**config.mk**
```make
export PLATFORM = sky130hd
export DESIGN_NAME = seq_divider_flat
export DESIGN_NICKNAME = d
export VERILOG_FILES = /design/src/rtl/seq_divider_pkg.sv /design/src/rtl/seq_divider_if.sv /design/src/rtl/seq_divider_div_step.sv /design/src/rtl/seq_divider.sv /design/src/flat_wrapper.sv
export SDC_FILE = /design/constraint.sdc
export NUM_CORES = 1
export LEC_CHECK = 0
export ABC_AREA = 0
export CAP_MARGIN = 10
export CORE_ASPECT_RATIO = 1.2
export CORE_UTILIZATION = 54
export DETAILED_ROUTE_END_ITERATION = 8
export PLACE_DENSITY = 0.86
export SLEW_MARGIN = 0
export SYNTH_ARGS = -nofsm -noshare
export SYNTH_HDL_FRONTEND = slang
export SYNTH_SLANG_ARGS = --single-unit
```
**constraint.sdc**
```tcl
create_clock -name clk -period 2.6 [get_ports clk]
set_input_delay 0.39 -clock clk [delete_from_list [all_inputs] [get_ports clk]]
set_output_delay 0.39 -clock clk [all_outputs]
set_load 0.005 [all_outputs]
```
**src/rtl/seq_divider_pkg.sv**
```systemverilog
// Shared arithmetic definitions for the sequential divider: FSM state type,
// its encoding constants and the default operand width.
package seq_divider_pkg;

  localparam int DEFAULT_WIDTH = 4;

  localparam logic [1:0] ST_IDLE   = 2'd0;
  localparam logic [1:0] ST_DIVIDE = 2'd1;
  localparam logic [1:0] ST_SIGN   = 2'd2;
  localparam logic [1:0] ST_DONE   = 2'd3;

  typedef enum logic [1:0] {
    IDLE   = ST_IDLE,
    DIVIDE = ST_DIVIDE,
    SIGN   = ST_SIGN,
    DONE   = ST_DONE
  } state_t;

endpackage

```
**src/rtl/seq_divider_if.sv**
```systemverilog
// Start/result handshake of the sequential divider.
// dz_o and its modport entries exist only when DIV_ZERO_DET_EN is defined.
interface seq_divider_if
  import seq_divider_pkg::*;
#(
  parameter int WIDTH = DEFAULT_WIDTH
) ();

  logic                    start;
  logic signed [WIDTH-1:0] dividend_i;
  logic signed [WIDTH-1:0] divisor_i;
  logic                    busy_o;
  logic                    done_o;
  logic signed [WIDTH-1:0] quotient_o;
  logic signed [WIDTH-1:0] remainder_o;
`ifdef DIV_ZERO_DET_EN
  logic                    dz_o;

  modport master (
    output start, dividend_i, divisor_i,
    input  busy_o, done_o, quotient_o, remainder_o, dz_o
  );

  modport slave (
    input  start, dividend_i, divisor_i,
    output busy_o, done_o, quotient_o, remainder_o, dz_o
  );
`else
  modport master (
    output start, dividend_i, divisor_i,
    input  busy_o, done_o, quotient_o, remainder_o
  );

  modport slave (
    input  start, dividend_i, divisor_i,
    output busy_o, done_o, quotient_o, remainder_o
  );
`endif

endinterface

```
**src/rtl/seq_divider_div_step.sv**
```systemverilog
// One combinational restoring-division iteration on unsigned magnitudes:
// shift {R,Q} left, trial-subtract the divisor, restore on a negative result.
module seq_divider_div_step
  import seq_divider_pkg::*;
#(
  parameter int WIDTH = DEFAULT_WIDTH
) (
  input  logic [WIDTH:0]   rem,
  input  logic [WIDTH-1:0] quo,
  input  logic [WIDTH-1:0] dsor,
  output logic [WIDTH:0]   rem_next,
  output logic [WIDTH-1:0] quo_next
);

  // One guard bit above the WIDTH+1 remainder keeps the trial sign unambiguous.
  logic        [WIDTH+1:0] shifted;
  logic signed [WIDTH+1:0] trial;
  logic                    trial_neg;

  assign shifted   = {rem, quo[WIDTH-1]};
  assign trial     = signed'(shifted - {2'b00, dsor});
  assign trial_neg = trial[WIDTH+1];

  assign rem_next = trial_neg ? shifted[WIDTH:0] : unsigned'(trial[WIDTH:0]);
  assign quo_next = {quo[WIDTH-2:0], ~trial_neg};

endmodule

```
**src/rtl/seq_divider.sv**
```systemverilog
// Sequential signed restoring divider: one quotient bit per clock, results
// truncated toward zero. Optional divide-by-zero detection via DIV_ZERO_DET_EN.
module seq_divider
  import seq_divider_pkg::*;
#(
  parameter int WIDTH = DEFAULT_WIDTH
) (
  input logic          clk,
  input logic          rst,
  seq_divider_if.slave bus
);

  localparam int CNT_W = (WIDTH > 2) ? $clog2(WIDTH) : 1;

  state_t                  state;
  logic [CNT_W-1:0]        count;
  logic [WIDTH:0]          rem;
  logic [WIDTH-1:0]        quo;
  logic [WIDTH-1:0]        dsor;
  logic                    dvd_neg;
  logic                    dsr_neg;
  logic                    busy;
  logic                    done;
  logic signed [WIDTH-1:0] quotient;
  logic signed [WIDTH-1:0] remainder;
  logic [WIDTH:0]          rem_next;
  logic [WIDTH-1:0]        quo_next;
`ifdef DIV_ZERO_DET_EN
  logic                    div_zero;
  logic                    dz;
`endif

  function automatic logic [WIDTH-1:0] magnitude(input logic signed [WIDTH-1:0] x);
    logic [WIDTH-1:0] u;
    u = x;
    return x[WIDTH-1] ? (~u + WIDTH'(1)) : u;
  endfunction

  // Negation wraps, so the most negative value maps onto itself.
  function automatic logic signed [WIDTH-1:0] apply_sign(input logic [WIDTH-1:0] m,
                                                          input logic neg);
    return neg ? signed'(~m + WIDTH'(1)) : signed'(m);
  endfunction

  seq_divider_div_step #(
    .WIDTH(WIDTH)
  ) u_step (
    .rem     (rem),
    .quo     (quo),
    .dsor    (dsor),
    .rem_next(rem_next),
    .quo_next(quo_next)
  );

  always_ff @(posedge clk or negedge rst) begin
    if (!rst) begin
      state     <= IDLE;
      count     <= '0;
      rem       <= '0;
      quo       <= '0;
      dsor      <= '0;
      dvd_neg   <= 1'b0;
      dsr_neg   <= 1'b0;
      busy      <= 1'b0;
      done      <= 1'b0;
      quotient  <= '0;
      remainder <= '0;
`ifdef DIV_ZERO_DET_EN
      div_zero  <= 1'b0;
      dz        <= 1'b0;
`endif
    end else begin
      done <= 1'b0;
      case (state)
        IDLE: begin
          if (bus.start) begin
            // Quotient register starts out holding |dividend|; it is shifted out into R.
            quo     <= magnitude(bus.dividend_i);
            dsor    <= magnitude(bus.divisor_i);
            dvd_neg <= bus.dividend_i[WIDTH-1];
            dsr_neg <= bus.divisor_i[WIDTH-1];
            rem     <= '0;
            count   <= '0;
            busy    <= 1'b1;
`ifdef DIV_ZERO_DET_EN
            dz       <= 1'b0;
            div_zero <= (bus.divisor_i == '0);
            state    <= (bus.divisor_i == '0) ? SIGN : DIVIDE;
`else
            state    <= DIVIDE;
`endif
          end
        end
        DIVIDE: begin
          rem   <= rem_next;
          quo   <= quo_next;
          count <= count + CNT_W'(1);
          if (count == CNT_W'(WIDTH - 1)) state <= SIGN;
        end
        SIGN: begin
          busy <= 1'b0;
`ifdef DIV_ZERO_DET_EN
          if (div_zero) begin
            quotient  <= '1;
            remainder <= apply_sign(quo, dvd_neg);
          end else begin
            quotient  <= apply_sign(quo, dvd_neg ^ dsr_neg);
            remainder <= apply_sign(rem[WIDTH-1:0], dvd_neg);
          end
`else
          quotient  <= apply_sign(quo, dvd_neg ^ dsr_neg);
          remainder <= apply_sign(rem[WIDTH-1:0], dvd_neg);
`endif
          state <= DONE;
        end
        DONE: begin
          done  <= 1'b1;
`ifdef DIV_ZERO_DET_EN
          dz    <= div_zero;
`endif
          state <= IDLE;
        end
        default: state <= IDLE;
      endcase
    end
  end

  assign bus.busy_o      = busy;
  assign bus.done_o      = done;
  assign bus.quotient_o  = quotient;
  assign bus.remainder_o = remainder;
`ifdef DIV_ZERO_DET_EN
  assign bus.dz_o        = dz;
`endif

endmodule

```
**src/flat_wrapper.sv**
```systemverilog
// flat-port wrapper written by rule: the top's interface ports become plain ports
module seq_divider_flat import seq_divider_pkg::*;
#(
  parameter int WIDTH = DEFAULT_WIDTH
)
  (clk, rst, bus_start, bus_dividend_i, bus_divisor_i, bus_busy_o, bus_done_o, bus_quotient_o, bus_remainder_o);
  seq_divider_if #(.WIDTH(WIDTH)) bus_i ();
  input logic clk;
  input logic rst;
  input wire logic [$bits(bus_i.start)-1:0] bus_start;
  input wire logic [$bits(bus_i.dividend_i)-1:0] bus_dividend_i;
  input wire logic [$bits(bus_i.divisor_i)-1:0] bus_divisor_i;
  output wire logic [$bits(bus_i.busy_o)-1:0] bus_busy_o;
  output wire logic [$bits(bus_i.done_o)-1:0] bus_done_o;
  output wire logic [$bits(bus_i.quotient_o)-1:0] bus_quotient_o;
  output wire logic [$bits(bus_i.remainder_o)-1:0] bus_remainder_o;
  assign bus_i.start = bus_start;
  assign bus_i.dividend_i = bus_dividend_i;
  assign bus_i.divisor_i = bus_divisor_i;
  assign bus_busy_o = bus_i.busy_o;
  assign bus_done_o = bus_i.done_o;
  assign bus_quotient_o = bus_i.quotient_o;
  assign bus_remainder_o = bus_i.remainder_o;
  seq_divider #(.WIDTH(WIDTH)) u_core (.clk(clk), .rst(rst), .bus(bus_i));
endmodule
```
## Word level (Yosys, flattened, before mapping)

Cells that the tools add are included.

- Bitwise operators: 6
- $add $sub $neg: 6
- Reductions and logical operators: 7
- Equal/unequal tests: 6
- Mux-type cells: 17

Operator list:

| cell | number |
|---|---|
| two-way mux 4 bit | 5 |
| adder 4 x 1 -> 4 bit (second input constant) | 4 |
| NOT 4 bit | 4 |
| two-way mux 5 bit | 2 |
| one-hot mux 5 bit (2 select lines) | 1 |
| one-hot mux 2 bit (4 select lines) | 1 |
| one-hot mux 4 bit (2 select lines) | 1 |
| AND reduction 2 bit | 4 |
| == test 2 bit (second input constant) | 3 |
| two-way mux 2 bit | 3 |
| subtractor 6 x 4 -> 6 bit | 1 |
| one-hot mux 2 bit (2 select lines) | 1 |
| nonzero test 2 bit | 2 |
| adder 2 x 1 -> 2 bit (second input constant) | 1 |
| == test 2 x 1 -> 1 bit (second input constant) | 1 |
| logical NOT 2 bit | 1 |
| two-way mux 1 bit | 2 |
| != test 2 x 1 -> 1 bit (second input constant) | 1 |
| != test 2 bit (second input constant) | 1 |
| one-hot mux 1 bit (2 select lines) | 1 |
| NOT 1 bit | 1 |
| XOR 1 bit | 1 |

- Input port bits: 11
- Word-level logic and storage cells: 53
- Register bits after elaboration: 29
- Output and inout port bits: 10

## Logic depth before layout (Yosys ltp)

Gate-level depths: netlist of run 1.

- Word-level depth: 5
- Gate-level depth with buffers: 8
- Gate-level depth less buffers: 8

## Hierarchy

From an unflattened synthesis of run 1, not the netlist that was laid out.

- Cell total of the unflattened synthesis: 170
- Area total of the unflattened synthesis: 1727.9 µm²

Modules (own cells, without submodules):

| module | seq. area each (µm²) | cells each | times used | area an instance (µm²) |
|---|---|---|---|---|
| seq_divider | 725.7 | 129 | 1 | 1436.4 |
| seq_divider_div_step | 0.0 | 41 | 1 | 291.5 |

## Least setup slack after synthesis of run 1

OpenSTA, ideal clock, no wires.

- Kind: register to register
- From: register u_core.dsor[1]
- To: register u_core.rem[0]
- Setup time: 0.121 ns
- Slack: 0.772 ns
- Clock period less this slack: 1.828 ns
- Required time: 2.479 ns
- Arrival time: 1.707 ns
- Buffers on the path: 0
- Cell stages (with the launch flop): 8
- Path through: dfrtp_1 > inv_1 > ha_1 > nor2b_2 > o2111a_1 > a211oi_4 > mux2i_1 > a22o_1

- Longest elaborated chain between the ends: 3

Ends and longest elaborated chain:

| element | line | text |
|---|---|---|
| start: declaration | seq_divider.sv:19 | `logic [WIDTH-1:0] dsor;` |
| start signal: assignment | seq_divider.sv:79 | `dsor <= magnitude(bus.divisor_i);` |
| subtractor 6 x 4 -> 6 bit | seq_divider_div_step.sv:21 | `assign trial = signed'(shifted - {2'b00, dsor});` |
| two-way mux 5 bit | seq_divider_div_step.sv:24 | `assign rem_next = trial_neg ? shifted[WIDTH:0] : unsigned'(trial[WIDTH:0]);` |
| one-hot mux 5 bit (2 select lines) | seq_divider.sv:74 | `case (state)` |
| end signal: assignment | seq_divider.sv:95 | `rem <= rem_next;` |
| end: declaration | seq_divider.sv:17 | `logic [WIDTH:0] rem;` |

No other way between the ends.
A chain may end at the register's enable or synchronous reset.

## Final worst setup path of run 1

- From: register u_core.dsor[1]
- To: register u_core.rem[1]

The elaborated chain is that of the path after synthesis.

==> impl_metrics.ini, run 1 <==
[global_route]
grt_pass1_vias = 1282
grt_max_degree = 30
antenna_found_initial = 0
grt_pass1_wl_um = 5710
grt-ovfl-total = 0
track_usage_pct = 23.8

[floorplanning]
start_util_pct = 58.1
rows = 21
io_pins = 21
die_x_um = 52.7
dieHeight_um = 62.8
die-area_um2 = 3310
coreArea_um2 = 2860

[sta]
rsz0062_at_grt = false
worst_pin_slew_ns = 0.548
hold_violations = 0
fin_setup_tns_ns = 0
finalSetupViolations = 0
slew_violations = 0
period_share_pct = 76.5
max_freq_mhz = 503
slew_headroom_pct = 63.5
period_minus_slack_ns = 1.99
clock_skew_ns = 0.00760

[clock_network]
htree_levels = 2
clkSinkCount = 29
clk_latency_ns = 0.32
cts_root_buf = clkbuf_4
clk_pin_slew_ns = 0.09
cts_setup_buffers = 0
post_cts_resized = 0
cts_hold_buffers = 0
cts_buffers = 5
cts_tree = yes
clockBufferDepth = 2

[logic_synthesis]
synth_area_um2 = 1660
ys_warn_count = 0
syn_inst = 167
synth-edff-count = 0
synth.avg_cell_area_um2 = 9.96
synthArstFlopShare_pct = 100
ys_ff_latch = 29
synth_top_cell_area_share_pct = 43.6
synthDistinctLibCells = 36
yosysTopAreaCell = dfrtp_1
syn-num-nets = 192
synth_top_flop_cell = dfrtp_1
synth_area_leaders = dfrtp_1 44%, ha_1 9.8%, mux2i_1 5.4%
synth.yosys.seq_area_share_pct = 43.6

[worst_setup_path]
r2r_end = u_core.rem[1]$_DFFE_PN0P_
path_class = reg -> reg
worst_ep_arrival_time_ns = 2.20
crit_path_end_kind = flip-flop
r2r_slack_ns = 0.61
rr_startpoint = u_core.dsor[1]$_DFFE_PN0P_
startpoint = u_core.dsor[1]$_DFFE_PN0P_
cp_data_required_time_ns = 2.81
startpoint_type = flip-flop
ff2ff_path_depth = 7
crit_fanout = 7

[final_layout]
layout.nets = 216
fillers = 224
num_antenna_cells = 0
fin_cells = 225
multi_input_area_um2 = 866
drive_gt1_share_pct = 7.33
syn_to_final_growth_pct = 17.7
seqCellArea_um2 = 726

[power]
cellLeakagePower_nw = 0.898
p_total_mw = 2.57
p_comb_share_pct = 56.3
pwr-share-clk_pct = 10.5
seqPwrFrac_pct = 33.2
power.density_nw_per_um2 = 1310
power.switching_mw = 1.06
intPower_mw = 1.51
swShare_pct = 41.3
vdd_drop_max_uv = 781

[routing]
num_vias = 1296
wl_per_cell_um = 14.9
routed_via_density = 5.76
antenna_left = 0
dr.pass1.iters = 4
dr.first_iter.drc_count = 48
wl_um = 3350
drc = 0

[placement]
place_inst = 218
hpwl_um = 2550
io_buffers = 20
place_congestion = 0.817

[flow_run]
cap_viol_max_count = 0

[hold_path]
hold_path_class = in -> async

[status]
status = completed
==> placed cells by master, fill, tap and decap left out, types with 2 or more instances in the layout <==
cell type	count
dfrtp_1	29
clkdlybuf4s50_1	20
nand2_1	17
inv_1	14
ha_1	13
o21ai_1	11
nor2_1	11
a21oi_1	10
mux2i_1	9
xnor2_1	8
nor2b_1	6
clkbuf_4	5
o21ai_0	3
a22o_1	3
mux2_1	2
nand2b_1	2
nor3_1	2
nand3_1	2
mux2_2	2
buf_4	2
==> worst max-delay path: stages (launching register included) <==
cell	delay, ns
dfrtp_1	0.41
inv_1	0.06
ha_1	0.27
nor2b_2	0.18
o2111a_1	0.27
a211oi_4	0.36
mux2i_1	0.13
a22o_1	0.21
==> logic make-up after synthesis <==
| family | synth area share, % |
|---|---|
| mux | 8.13 |
| compound gates | 14.5 |
| xor+xnor | 4.74 |
| fa+ha+maj | 11.0 |
| simple gates | 13.7 |
| flops | 43.6 |
| buf+inv | 4.29 |
==> cell usage after synthesis, types with 2 or more instances <==
cell type / instances
mux2_2: 2
xnor2_1: 8
a21oi_1: 10
nor2_1: 11
dfrtp_1: 29
o21ai_0: 3
nor3_1: 2
a22o_1: 3
inv_1: 14
mux2_1: 2
clkbuf_1: 5
o21ai_1: 11
nand3_1: 2
ha_1: 13
nand2b_1: 2
nor2b_1: 6
nand2_1: 17
mux2i_1: 9
==> per-layer routing <==
layer	GRT usage, %	wire length, µm
met5	0	0
met4	11.2	104
met3	6.81	155
met2	39.9	1760
met1	27.0	1330
==> metrics by stage <==
stage / setup WS, ns / hold slack [ns] / instance area, µm² / util (%)
detailed placement: 0.629 / 0.477 / 1900 / 66.4
global route: 0.512 / 0.493 / 1960 / 68.3
CTS: 0.602 / 0.445 / 1960 / 68.3
global placement: 0.688 / 0.468 / 1900 / 66.4
finish: 0.611 / 0.444 / 1960 / 68.3
floorplan: 0.772 / 0.0944 / 1660 / -
==> final cells by class <==
cell class / instances / area share (%)
tap: 34 / 2.17
inverter: 14 / 2.69
clock buffer: 7 / 2.81
timing repair buffer: 22 / 11.0
sequential: 29 / 37.1
multi-input combinational: 119 / 44.2
==> state kept, by name (all words and copies together), names as in the netlist <==
signal                  count
u_core.bus.quotient_o       4
u_core.bus.busy_o           1
u_core.quo                  4
u_core.bus.remainder_o      4
u_core.count                2
u_core.rem                  5
u_core.state                2
u_core.dsor                 4
u_core.dsr_neg              1
u_core.dvd_neg              1
u_core.bus.done_o           1
==> how the worst max path moves through the flow <==
stage / endpoint / slack [ns] / cells after the start
after floorplan: u_core.rem[0]$_DFFE_PN0P_ / 0.77 / 7
after global placement: u_core.rem[0]$_DFFE_PN0P_ / 0.69 / 7
after detailed placement: u_core.rem[0]$_DFFE_PN0P_ / 0.63 / 7
after CTS: u_core.rem[0]$_DFFE_PN0P_ / 0.60 / 7
after global routing: u_core.rem[0]$_DFFE_PN0P_ / 0.51 / 7
final: u_core.rem[1]$_DFFE_PN0P_ / 0.61 / 7
==> power groups by stage <==
stage	Sequential, mW	Combinational, mW	Clock [mW]
floorplan	0.818	1.03	0
global placement	0.837	1.35	0
detailed placement	0.860	1.44	0
CTS	0.851	1.45	0.276
global route	0.880	1.61	0.299
finish	0.853	1.45	0.270
(Power assumes the default switching activity.)
==> run 2, diff against run 1 <==
==> constraint.sdc (replaced) <==
create_clock -name clk -period 1.95 [get_ports clk]
set_input_delay 0.2925 -clock clk [delete_from_list [all_inputs] [get_ports clk]]
set_output_delay 0.2925 -clock clk [all_outputs]
set_load 0.005 [all_outputs]
==> run 2 against run 1 <==
Against the previous run:
- final cell count is 1.8% higher
- utilization is 2.0 points higher
- final area is 2.9% higher
- hold slack worse by 0.11 ns
- critical path depth is 1 higher
- critical path type unchanged
- highest routed layer unchanged
==> impl_metrics.ini, run 2 (synthesized netlist as in run 1, its figures left out) <==
[status]
status = completed

[worst_setup_path]
crit_fanout = 3
ff2ff_path_depth = 8
cp_data_required_time_ns = 2.23
r2r_slack_ns = 0.05
startpoint_type = flip-flop
crit_path_end_kind = flip-flop
rr_startpoint = u_core.quo[3]$_DFFE_PN0P_
r2r_end = u_core.rem[4]$_DFFE_PN0P_
path_class = reg -> reg
worst_ep_arrival_time_ns = 2.19

[sta]
finalSetupViolations = 0
max_freq_mhz = 526
period_share_pct = 97.5
slew_violations = 0
slew_headroom_pct = 74.7
period_minus_slack_ns = 1.90
timing.hold.ws_ns = 0.334
hold_violations = 0
clock_skew_ns = 0.0115
worst_pin_slew_ns = 0.379

[clock_network]
cts_buffers = 5
htree_levels = 2
cts_hold_buffers = 0
clockBufferDepth = 2
clk_latency_ns = 0.34
cts_root_buf = clkbuf_4
clkSinkCount = 29
cts_tree = yes
clk_pin_slew_ns = 0.10

[global_route]
grt-ovfl-total = 0
antenna_found_initial = 0
grt_max_degree = 30
grt_pass1_wl_um = 5880
track_usage_pct = 24.4
grt_pass1_vias = 1331

[routing]
wl_per_cell_um = 15.1
wl_um = 3450
dr.first_iter.drc_count = 63
drc = 0
num_vias = 1310
dr.pass1.iters = 4
antenna_left = 0
routed_via_density = 5.72

[floorplanning]
io_pins = 21
start_util_pct = 58.1
die-area_um2 = 3310
die_x_um = 52.7
coreArea_um2 = 2860
dieHeight_um = 62.8
rows = 21

[final_layout]
max_flop_register = u_core.rem
fin_cells = 229
layout.nets = 220
num_antenna_cells = 0
largest_reg_flops = 5
fillers = 226
final_cell_mix = 28 x dfrtp_1, 20 x clkdlybuf4s50_1, 17 x nand2_1
final_common_cell = dfrtp_1
drive_gt1_share_pct = 10.8
syn_to_final_growth_pct = 21.1

[power]
vdd_drop_max_uv = 1200
swShare_pct = 40.8
pwr-share-clk_pct = 10.5
power.switching_mw = 1.48
seqPwrFrac_pct = 31.0
power.density_nw_per_um2 = 1800
p_comb_share_pct = 58.5
intPower_mw = 2.14
p_total_mw = 3.62
cellLeakagePower_nw = 0.926

[placement]
hpwl_um = 2470
place_inst = 221
place_congestion = 0.806
io_buffers = 20

[hold_path]
hold_path_class = in -> async

[flow_run]
cap_viol_max_count = 0
==> run 2: area by class of cell <==
type,instances,area [µm²],share of cell area [%]
Tap cell,34,42.5,2.11
Sequential cell,29,727,36.1
Timing Repair Buffer,26,262,13.0
Multi-Input combinational cell,119,876,43.5
Clock buffer,7,55.1,2.73
Inverter,14,52.6,2.61
==> run 2: per-stage QoR <==
stage                     cell area (µm²)  util, %  setup slack, ns  TNS, ns
after CTS                            1990     69.6           0.0118        0
final                                2010     70.3           0.0487        0
after floorplan                      1660        -            0.122        0
after global routing                 2010     70.3          -0.0508  -0.0961
after global placement               1940     67.6           0.0964        0
after detailed placement             1940     67.6           0.0391        0
==> run 2: worst max-delay path by stage <==
stage,start,endpoint,cells after the start
2_1_floorplan,u_core.dsor[1]$_DFFE_PN0P_,u_core.rem[0]$_DFFE_PN0P_,7
5_1_grt,u_core.quo[3]$_DFFE_PN0P_,u_core.rem[4]$_DFFE_PN0P_,8
4_1_cts,u_core.dsor[1]$_DFFE_PN0P_,u_core.rem[1]$_DFFE_PN0P_,7
3_5_place_dp,u_core.dsor[1]$_DFFE_PN0P_,u_core.rem[1]$_DFFE_PN0P_,7
3_3_place_gp,u_core.dsor[1]$_DFFE_PN0P_,u_core.rem[0]$_DFFE_PN0P_,7
6_report,u_core.quo[3]$_DFFE_PN0P_,u_core.rem[4]$_DFFE_PN0P_,8
==> run 2: power groups by stage <==
stage               combinational [mW]  clock [mW]  sequential [mW]
detailed placement                2.00           0             1.13
global placement                  1.89           0             1.10
global route                      2.33       0.410             1.17
CTS                               2.02       0.381             1.12
floorplan                         1.38           0             1.09
finish                            2.12       0.379             1.12
==> run 2: worst max-delay path, stage by stage, from the launching register on <==
cell and delay (ns):
dfrtp_1 0.41, inv_1 0.09, ha_1 0.25, fa_2 0.26
nor2b_1 0.05, o21ai_0 0.26, nor4b_1 0.33, a21oi_1 0.14
nand2_1 0.08
==> run 2: repair_timing <==
item	CTS	global route
setup endpoints to repair	0	3
resized for setup	0	5
setup buffers	0	1
==> run 2: layer usage <==
| metal | up-vias | routed length [µm] | global-route usage [%] | share of wire, % |
|---|---|---|---|---|
| li1 | 627 | - | - | - |
| met1 | 646 | 1450 | 28.4 | 42 |
| met2 | 32 | 1790 | 40.7 | 52 |
| met3 | 5 | 134 | 6.57 | 3.9 |
| met4 | 0 | 70 | 10.9 | 2.0 |
| met5 | - | 0 | 0 | 0 |
